**config.mk**
```make
export PLATFORM = sky130hd
export DESIGN_NAME = sv_mod
export DESIGN_NICKNAME = d
export VERILOG_FILES = /design/src/rtl/tdef_prm.sv /design/src/rtl/tdef_pkg.sv /design/src/rtl/sv_minmax3.sv /design/src/rtl/sv_mod.sv
export SDC_FILE = /design/constraint.sdc
export NUM_CORES = 2
export LEC_CHECK = 0
export BUFFER_PORTS_ARGS = -buffer_cell sky130_fd_sc_hd__buf_2
export CAP_MARGIN = 0
export CORE_UTILIZATION = 60
export CTS_CLUSTER_SIZE = 24
export DETAILED_ROUTE_END_ITERATION = 10
export GPL_TIMING_DRIVEN = 0
export HOLD_SLACK_MARGIN = 0.02
export PLACE_DENSITY = 0.77
export SLEW_MARGIN = 20
export SYNTH_ARGS = -nofsm -noshare
export SYNTH_HDL_FRONTEND = slang
export SYNTH_HIERARCHICAL = 1
export SYNTH_SLANG_ARGS = --single-unit
export TNS_END_PERCENT = 5
```
**constraint.sdc**
```tcl
create_clock -name clock -period 18.5 [get_ports clock]
set_clock_uncertainty 0.2 [all_clocks]
set_input_delay 3.7 -clock clock [delete_from_list [all_inputs] [get_ports clock]]
set_output_delay 3.7 -clock clock [all_outputs]
set_load 0.005 [all_outputs]
```
**src/rtl/tdef_prm.sv**
```systemverilog
// rtl/tdef_prm.sv - numeric parameters shared by the SVPWM blocks
package tdef_prm;
  localparam int DATA_W      = 18;
  localparam int MAX_VOLTAGE = 24;
  localparam int GAIN_Q16    = 75674;
endpackage

```
**src/rtl/tdef_pkg.sv**
```systemverilog
// rtl/tdef_pkg.sv - clock bundle and three-phase sample stream types
package tdef_pkg;
  import tdef_prm::*;

  typedef struct packed {
    logic clk;
    logic rstn;
    logic ce;
  } clock_t;

  typedef logic signed [DATA_W-1:0] sample_t;

  typedef struct packed {
    sample_t [2:0] data;
    logic          val;
  } ph_data_t;
endpackage

```
**src/rtl/sv_minmax3.sv**
```systemverilog
// rtl/sv_minmax3.sv - combinational signed max/min of three samples
module sv_minmax3 #(
  parameter int DATA_W = tdef_prm::DATA_W
) (
  input  logic signed [DATA_W-1:0] a_i,
  input  logic signed [DATA_W-1:0] b_i,
  input  logic signed [DATA_W-1:0] c_i,
  output logic signed [DATA_W-1:0] max_o,
  output logic signed [DATA_W-1:0] min_o
);
  logic signed [DATA_W-1:0] max_ab;
  logic signed [DATA_W-1:0] min_ab;

  assign max_ab = (a_i > b_i) ? a_i : b_i;
  assign min_ab = (a_i < b_i) ? a_i : b_i;
  assign max_o  = (max_ab > c_i) ? max_ab : c_i;
  assign min_o  = (min_ab < c_i) ? min_ab : c_i;
endmodule

```
**src/rtl/sv_mod.sv**
```systemverilog
// rtl/sv_mod.sv - 3-stage min-max zero-sequence injection SVPWM modulator
module sv_mod
  import tdef_pkg::*;
#(
  parameter int DATA_W   = tdef_prm::DATA_W,
  parameter int GAIN_Q16 = tdef_prm::GAIN_Q16
) (
  input  clock_t   clock,
  input  ph_data_t voltage,
  output ph_data_t out
);
  localparam int D_W = DATA_W + 1;
  localparam int P_W = DATA_W + 19;
  localparam logic        [17:0]    GAIN_L = 18'(GAIN_Q16);
  localparam logic signed [P_W-1:0] RND    = P_W'(32768);
  localparam logic signed [P_W-1:0] SAT_HI = P_W'((2 ** (DATA_W - 1)) - 1);
  localparam logic signed [P_W-1:0] SAT_LO = ~SAT_HI;

  logic clk;
  logic rstn;
  logic unused_ce;
  assign clk       = clock.clk;
  assign rstn      = clock.rstn;
  assign unused_ce = clock.ce;

  logic signed [DATA_W-1:0] vin [3];
  logic signed [DATA_W-1:0] max_d;
  logic signed [DATA_W-1:0] min_d;
  assign vin[0] = voltage.data[0];
  assign vin[1] = voltage.data[1];
  assign vin[2] = voltage.data[2];

  sv_minmax3 #(.DATA_W(DATA_W)) u_minmax (
    .a_i  (vin[0]),
    .b_i  (vin[1]),
    .c_i  (vin[2]),
    .max_o(max_d),
    .min_o(min_d)
  );

  logic                     vld1_q;
  logic signed [DATA_W-1:0] v1_q [3];
  logic signed [DATA_W-1:0] max1_q;
  logic signed [DATA_W-1:0] min1_q;
  logic                     vld2_q;
  logic signed [D_W-1:0]    diff2_q [3];
  logic                     val_q;
  logic signed [DATA_W-1:0] res_q [3];

  logic signed [D_W-1:0]    sum_d;
  logic signed [D_W-1:0]    off_d;
  logic signed [D_W-1:0]    diff_d [3];
  logic signed [P_W-1:0]    prod_d [3];
  logic signed [P_W-1:0]    rnd_d [3];
  logic signed [DATA_W-1:0] sat_d [3];

  // Offset uses floor division so it matches an arithmetic shift of the sum.
  always_comb begin
    sum_d = {max1_q[DATA_W-1], max1_q} + {min1_q[DATA_W-1], min1_q};
    off_d = sum_d >>> 1;
    for (int i = 0; i < 3; i++) begin
      diff_d[i] = {v1_q[i][DATA_W-1], v1_q[i]} - off_d;
    end
  end

  always_comb begin
    for (int i = 0; i < 3; i++) begin
      prod_d[i] = $signed({{18{diff2_q[i][D_W-1]}}, diff2_q[i]}) * $signed({1'b0, GAIN_L});
      rnd_d[i]  = (prod_d[i] + RND) >>> 16;
      if (rnd_d[i] > SAT_HI) begin
        sat_d[i] = SAT_HI[DATA_W-1:0];
      end else if (rnd_d[i] < SAT_LO) begin
        sat_d[i] = SAT_LO[DATA_W-1:0];
      end else begin
        sat_d[i] = rnd_d[i][DATA_W-1:0];
      end
    end
  end

  always_ff @(posedge clk) begin
    if (!rstn) begin
      vld1_q <= 1'b0;
      vld2_q <= 1'b0;
      val_q  <= 1'b0;
      max1_q <= '0;
      min1_q <= '0;
      for (int i = 0; i < 3; i++) begin
        v1_q[i]    <= '0;
        diff2_q[i] <= '0;
        res_q[i]   <= '0;
      end
    end else begin
      vld1_q <= voltage.val;
      vld2_q <= vld1_q;
      val_q  <= vld2_q;
      if (voltage.val) begin
        v1_q   <= vin;
        max1_q <= max_d;
        min1_q <= min_d;
      end
      if (vld1_q) begin
        diff2_q <= diff_d;
      end
      if (vld2_q) begin
        res_q <= sat_d;
      end
    end
  end

  assign out = {res_q[2], res_q[1], res_q[0], val_q};
endmodule

```
Word level (Yosys, flattened, before mapping) --
Cells that the tools add are included.
Storage, ports and cells: logic and storage cells 44, bits of input ports 58, bits in registers 204
Cells by class: $lt $le $gt $ge 10, $add $sub $neg 7, multipliers 3, muxes and demuxes 10
Operators with widths (count):
- $mux 18 | 10
- $add 37x17->37 const B | 3
- $mul 19x17->36 const B | 3
- $gt 21x18->1 const B | 3
- $lt 21x18->1 const B | 3
- $sub 18x18->19 | 3
- $gt 18x18->1 | 2
- $lt 18x18->1 | 2
- $add 18x18->19 | 1

Logic depth before layout (Yosys ltp) --
depth in word-level cells 5, mapped depth 30, mapped depth without buffers 26

By module --
Netlist, hierarchy kept.
Modules (own cells, without submodules):
- sv_mod | cells each 3523, area an instance 31770.5 um^2, instances 1
- sv_minmax3 | cells each 296, area an instance 2339.7 um^2, instances 1

Worst setup path after synthesis --
No wires, ideal clock.
kind input to register, start in voltage[32] (netlist name), end reg max1_q[10], buffers on the path 2, slack 9.957 ns, cell stages on the path 22, library setup time 0.117 ns, arrival time 8.226 ns, cell sequence inv_1 -> ha_1 -> a41oi_1 -> o21ai_0 -> a21oi_1 -> o21a_2 -> mux2i_2 -> nand2_2 -> buf_2 -> mux2_2 -> ha_1 -> a21o_1 -> a21o_1 -> a21oi_1 -> nor2_1 -> a211oi_1 -> o22ai_1 -> o21ai_1 -> buf_2 -> mux2_2 -> mux2i_1 -> nor2b_1
On the way: word-level cells in the longest chain between the ends 4
Ends and longest elaborated chain:
- from (decl) | RTL line sv_mod.sv:9 | input ph_data_t voltage,
- $gt 18x18->1 | RTL line sv_minmax3.sv:14 | assign max_ab = (a_i > b_i) ? a_i : b_i;
- $mux 18 (*) | RTL line sv_minmax3.sv:14
- $gt 18x18->1 | RTL line sv_minmax3.sv:16 | assign max_o = (max_ab > c_i) ? max_ab : c_i;
- $mux 18 (*) | RTL line sv_minmax3.sv:16
- net max_d[10] | RTL line sv_mod.sv:27 | logic signed [DATA_W-1:0] max_d;
- to (signal assigned) | RTL line sv_mod.sv:98 | max1_q <= max_d;
- to (decl) | RTL line sv_mod.sv:43 | logic signed [DATA_W-1:0] max1_q;
The timed path passes the listed nets; every way through them passes the cells marked *. A chain may end at the register's enable or synchronous reset.

==> impl_results.html <==
<table>
<tr><th>Metric</th><th>Value</th></tr>
<tr><th colspan="2">Clock tree</th></tr>
<tr><td>Cts-stage hold buffer count</td><td>0</td></tr>
<tr><td>Clock tree from TritonCTS</td><td>done</td></tr>
<tr><td>Clock latency at the later pin of the worst-skew pair</td><td>600 ps</td></tr>
<tr><td>Number of buffers inserted by post-CTS setup repair</td><td>0</td></tr>
<tr><td>Clock slew at the register clock pins of the worst setup and hold paths</td><td>60 ps</td></tr>
<tr><td>PostCTS Resize Cnt</td><td>0</td></tr>
<tr><th colspan="2">Yosys</th></tr>
<tr><td>Share of synthesized area occupied by flip-flops and latches</td><td>0.1197</td></tr>
<tr><td>Number of nets produced by synthesis</td><td>4767</td></tr>
<tr><td>Count of warnings emitted by yosys</td><td>6</td></tr>
<tr><td>Share of async-settable or async-resettable flops after synthesis</td><td>0</td></tr>
<tr><td>Average footprint of a synthesized cell</td><td>8.932 µm²</td></tr>
<tr><td>Yosys reg bits</td><td>204</td></tr>
<tr><td>EDFF count, synth</td><td>0</td></tr>
<tr><td>Synthesized cell area</td><td>34110 µm²</td></tr>
<tr><td>Cells after Synth</td><td>3819</td></tr>
<tr><td>Prevailing post-synth register cell</td><td>sky130_fd_sc_hd__dfxtp_1</td></tr>
<tr><td>Distinct cells, synth</td><td>119</td></tr>
<tr><th colspan="2">Setup path</th></tr>
<tr><td>Endpoint of the most critical register-to-register path</td><td>out[53]</td></tr>
<tr><td>Endpoint class of the critical path</td><td>register</td></tr>
<tr><td>Type of the worst setup path</td><td>clock port to register</td></tr>
<tr><td>Cells on worst reg2reg path</td><td>30</td></tr>
<tr><td>Data arrival time of the critical path</td><td>11580 ps</td></tr>
<tr><td>Launch instance of the worst register-to-register path</td><td>diff2_q[17]</td></tr>
<tr><td>Register-to-register setup slack</td><td>9840 ps</td></tr>
<tr><td>Largest fanout of any net on the critical path</td><td>6</td></tr>
<tr><td>Required arrival time at the worst endpoint</td><td>18780 ps</td></tr>
<tr><td>Startpoint type of the worst setup path</td><td>clock port</td></tr>
<tr><th colspan="2">GRT</th></tr>
<tr><td>Global route overflow</td><td>0</td></tr>
<tr><td>Antenna violations before repair</td><td>2</td></tr>
<tr><td>Overall fraction of global-route tracks in use</td><td>0.3232</td></tr>
<tr><td>Maximum number of pins on one net before global-route repair</td><td>22</td></tr>
<tr><td>Wire length of the first global-routing pass</td><td>143.9 mm</td></tr>
<tr><td>Number of global-route vias before repair</td><td>29710</td></tr>
<tr><th colspan="2">Floorplan</th></tr>
<tr><td>Number of top-level pins</td><td>113</td></tr>
<tr><td>DIE HEIGHT</td><td>240.4 µm</td></tr>
<tr><td>Area of the die</td><td>57810 µm²</td></tr>
<tr><td>Chip Width</td><td>240.4 µm</td></tr>
<tr><td>Cell row count</td><td>87</td></tr>
<tr><td>Core Area</td><td>56280 µm²</td></tr>
<tr><td>Initial Utilization</td><td>0.6061</td></tr>
<tr><th colspan="2">Timing</th></tr>
<tr><td>Max-slew headroom at the worst pin</td><td>0.2077</td></tr>
<tr><td>Worst-case setup margin in the final layout</td><td>7192 ps</td></tr>
<tr><td>Hold Vio Cnt, Final</td><td>0</td></tr>
<tr><td>Slew Limit Fails</td><td>0</td></tr>
<tr><td>Number of setup violations in the final report</td><td>0</td></tr>
<tr><td>RSZ-0062 raised after global routing</td><td>no</td></tr>
<tr><td>Fin Setup TNS</td><td>0 ps</td></tr>
<tr><td>Worst Tran Pin Value</td><td>1184 ps</td></tr>
<tr><th colspan="2">Hold path</th></tr>
<tr><td>Tightest Hold Check Type</td><td>register to register</td></tr>
<tr><td>Hold Crit Start</td><td>out[20]</td></tr>
<tr><td>End point of the worst hold path</td><td>out[20]</td></tr>
<tr><td>Depth of the worst hold-timing path</td><td>1</td></tr>
<tr><th colspan="2">Routing</th></tr>
<tr><td>Wirelength, routed</td><td>88.94 mm</td></tr>
<tr><td>Total number of vias</td><td>27850</td></tr>
<tr><td>Total DRC errors in the routed layout</td><td>2</td></tr>
<tr><td>Wire length per cell</td><td>18.33 µm</td></tr>
<tr><td>Violation count after the first detailed-routing iteration</td><td>1902</td></tr>
<tr><td>Total iterations of the first detailed-routing run</td><td>11</td></tr>
<tr><td>Routed Antenna Nets</td><td>0</td></tr>
<tr><td>Detail-routed via count per cell</td><td>5.738</td></tr>
<tr><th colspan="2">Final layout</th></tr>
<tr><td>Layout fillers</td><td>4155</td></tr>
<tr><td>Fraction of final layout cells with drive strength greater than 1</td><td>0.1009</td></tr>
<tr><td>Final core utilization</td><td>0.6957</td></tr>
<tr><td>Layout Cells excl Fill</td><td>4853</td></tr>
<tr><td>Final-stage net count</td><td>5004</td></tr>
<tr><td>Area growth from synthesis to layout</td><td>14.79%</td></tr>
<tr><th colspan="2">Placed design</th></tr>
<tr><td>Half-perimeter wire length of the detailed placement result</td><td>68.27 mm</td></tr>
<tr><td>Number of placed cells counting well taps</td><td>4684</td></tr>
<tr><td>Number of port buffers</td><td>109</td></tr>
<tr><td>Routability-driven placement congestion ratio</td><td>0.9445</td></tr>
<tr><td>Post-placement worst setup slack</td><td>7874 ps</td></tr>
<tr><th colspan="2">Status</th></tr>
<tr><td>Outcome</td><td>finished with violations</td></tr>
<tr><td>Failing checks</td><td>design-rule violations</td></tr>
<tr><th colspan="2">Flow run</th></tr>
<tr><td>Number of maximum-capacitance violations</td><td>0</td></tr>
</table>
[sequential cells by signal, indices dropped and copies added (netlist names)]
register / cells
diff2_q: 57
out: 54
v1_q: 54
max1_q: 18
min1_q: 18
val_q: 1
vld1_q: 1
vld2_q: 1
[area by class of cell]
type	count	area, µm²	area share
antenna	2	5.005	0.0001278
timing repair buffer	109	545.5	0.01393
inverter	738	2770	0.07075
buffer	107	479.2	0.01224
tap	756	945.9	0.02416
clock inverter	31	304.0	0.007765
multi-input combinational	2768	26780	0.6839
clock buffer	138	3244	0.08286
sequential	204	4084	0.1043
[worst max-delay path, cell delays in order]
cell and delay (ps):
sky130_fd_sc_hd__clkbuf_1 150, sky130_fd_sc_hd__clkbuf_16 190, sky130_fd_sc_hd__clkbuf_16 150, sky130_fd_sc_hd__nand2_1 240, sky130_fd_sc_hd__clkbuf_16 210, sky130_fd_sc_hd__clkbuf_16 120
sky130_fd_sc_hd__nor2_1 40, sky130_fd_sc_hd__o2bb2ai_1 170, sky130_fd_sc_hd__clkbuf_16 180, sky130_fd_sc_hd__clkbuf_16 140, sky130_fd_sc_hd__buf_4 130, sky130_fd_sc_hd__clkbuf_16 140
sky130_fd_sc_hd__clkbuf_16 150, sky130_fd_sc_hd__a221o_1 340
[cell families (layout without fill, tap and decap cells)]
kind of cell,Yosys count,count (layout),share of synthesized area
other,0,2,0
AO/OA/AOI/OAI,628,628,0.1284
adder cells (fa/ha/maj),892,892,0.3992
multiplexers,239,239,0.07318
AND/OR/NAND/NOR,760,760,0.1196
flip-flops,204,204,0.1197
XOR/XNOR,249,249,0.06438
buffers and inverters,847,1123,0.09548
[placed cells by master (no fill, tap or decap), drive strengths merged, types with 8 or more instances in the layout]
cell / count
a2111oi: 8
a211oi: 23
a21boi: 16
a21o: 56
a21oi: 181
a221o: 38
a31oi: 16
and2: 20
and3: 26
buf: 146
clkbuf: 208
clkinv: 14
dfxtp: 204
fa: 328
ha: 562
inv: 743
mux2: 74
mux2i: 165
nand2: 180
nand2b: 37
nand3: 53
nand4: 31
nor2: 141
nor2b: 148
nor3: 42
nor3b: 13
nor4: 14
o211a: 10
o211ai: 14
o21a: 21
o21ai: 125
o21bai: 17
o31ai: 27
or2: 8
or3: 16
xnor2: 151
xor2: 98
[Yosys cell counts, drive strengths merged (5+ instances only)]
cell type | number | area, µm²
o221ai | 7 | 61.31
nand4 | 31 | 209.0
ha | 562 | 7032
o211a | 10 | 100.1
mux2i | 165 | 1655
xor2 | 98 | 858.3
a31oi | 16 | 106.4
nand4b | 5 | 58.80
and2 | 20 | 125.1
a2111oi | 8 | 113.9
clkbuf | 70 | 264.0
or2 | 8 | 50.06
nand3 | 53 | 282.8
o21bai | 17 | 127.6
nor2 | 141 | 536.8
nor2b | 148 | 925.9
inv | 739 | 2774
a41oi | 7 | 61.31
o31a | 6 | 52.55
o211ai | 14 | 115.1
a21boi | 16 | 131.4
a21oi | 181 | 917.1
nor4 | 14 | 138.9
mux2 | 74 | 840.8
nor3 | 42 | 210.2
buf | 37 | 215.2
a221o | 38 | 380.4
a211o | 5 | 43.79
xnor2 | 151 | 1338
and3 | 26 | 162.7
a21o | 56 | 420.4
dfxtp | 204 | 4084
or3 | 16 | 100.1
a211oi | 23 | 190.2
nand2b | 37 | 231.5
o21ai | 125 | 625.6
nor3b | 13 | 107.6
fa | 328 | 6566
o31ai | 27 | 266.5
nand2 | 180 | 678.2
o21a | 21 | 158.9
[per-layer routing]
layer  global-route usage  routed length [µm]
met5             0.008658                  13
met1               0.3886               38220
met4               0.2451                4098
met2               0.4642               39460
met3               0.1233                7153
[through the flow]
| stage | hold WS, ps | cell area [µm²] |
|---|---|---|
| after floorplan | 274.7 | 34110 |
| final | 276.5 | 39160 |
| after global placement | 258.9 | 35600 |
| after detailed placement | 257.4 | 35610 |
| after global routing | 298.7 | 39150 |
| after CTS | 282.7 | 39150 |
[worst max-delay path by stage]
stage                        start  endpoint
final                     clock[1]   out[31]
after global routing      clock[1]   out[31]
after global placement    clock[1]   out[27]
after detailed placement  clock[1]   out[27]
after CTS                 clock[1]   out[31]
after floorplan           clock[1]   out[27]
Power is left out: the tool's default activity adds up to more than one toggle a clock period on the data nets, which glitch-free logic cannot reach.
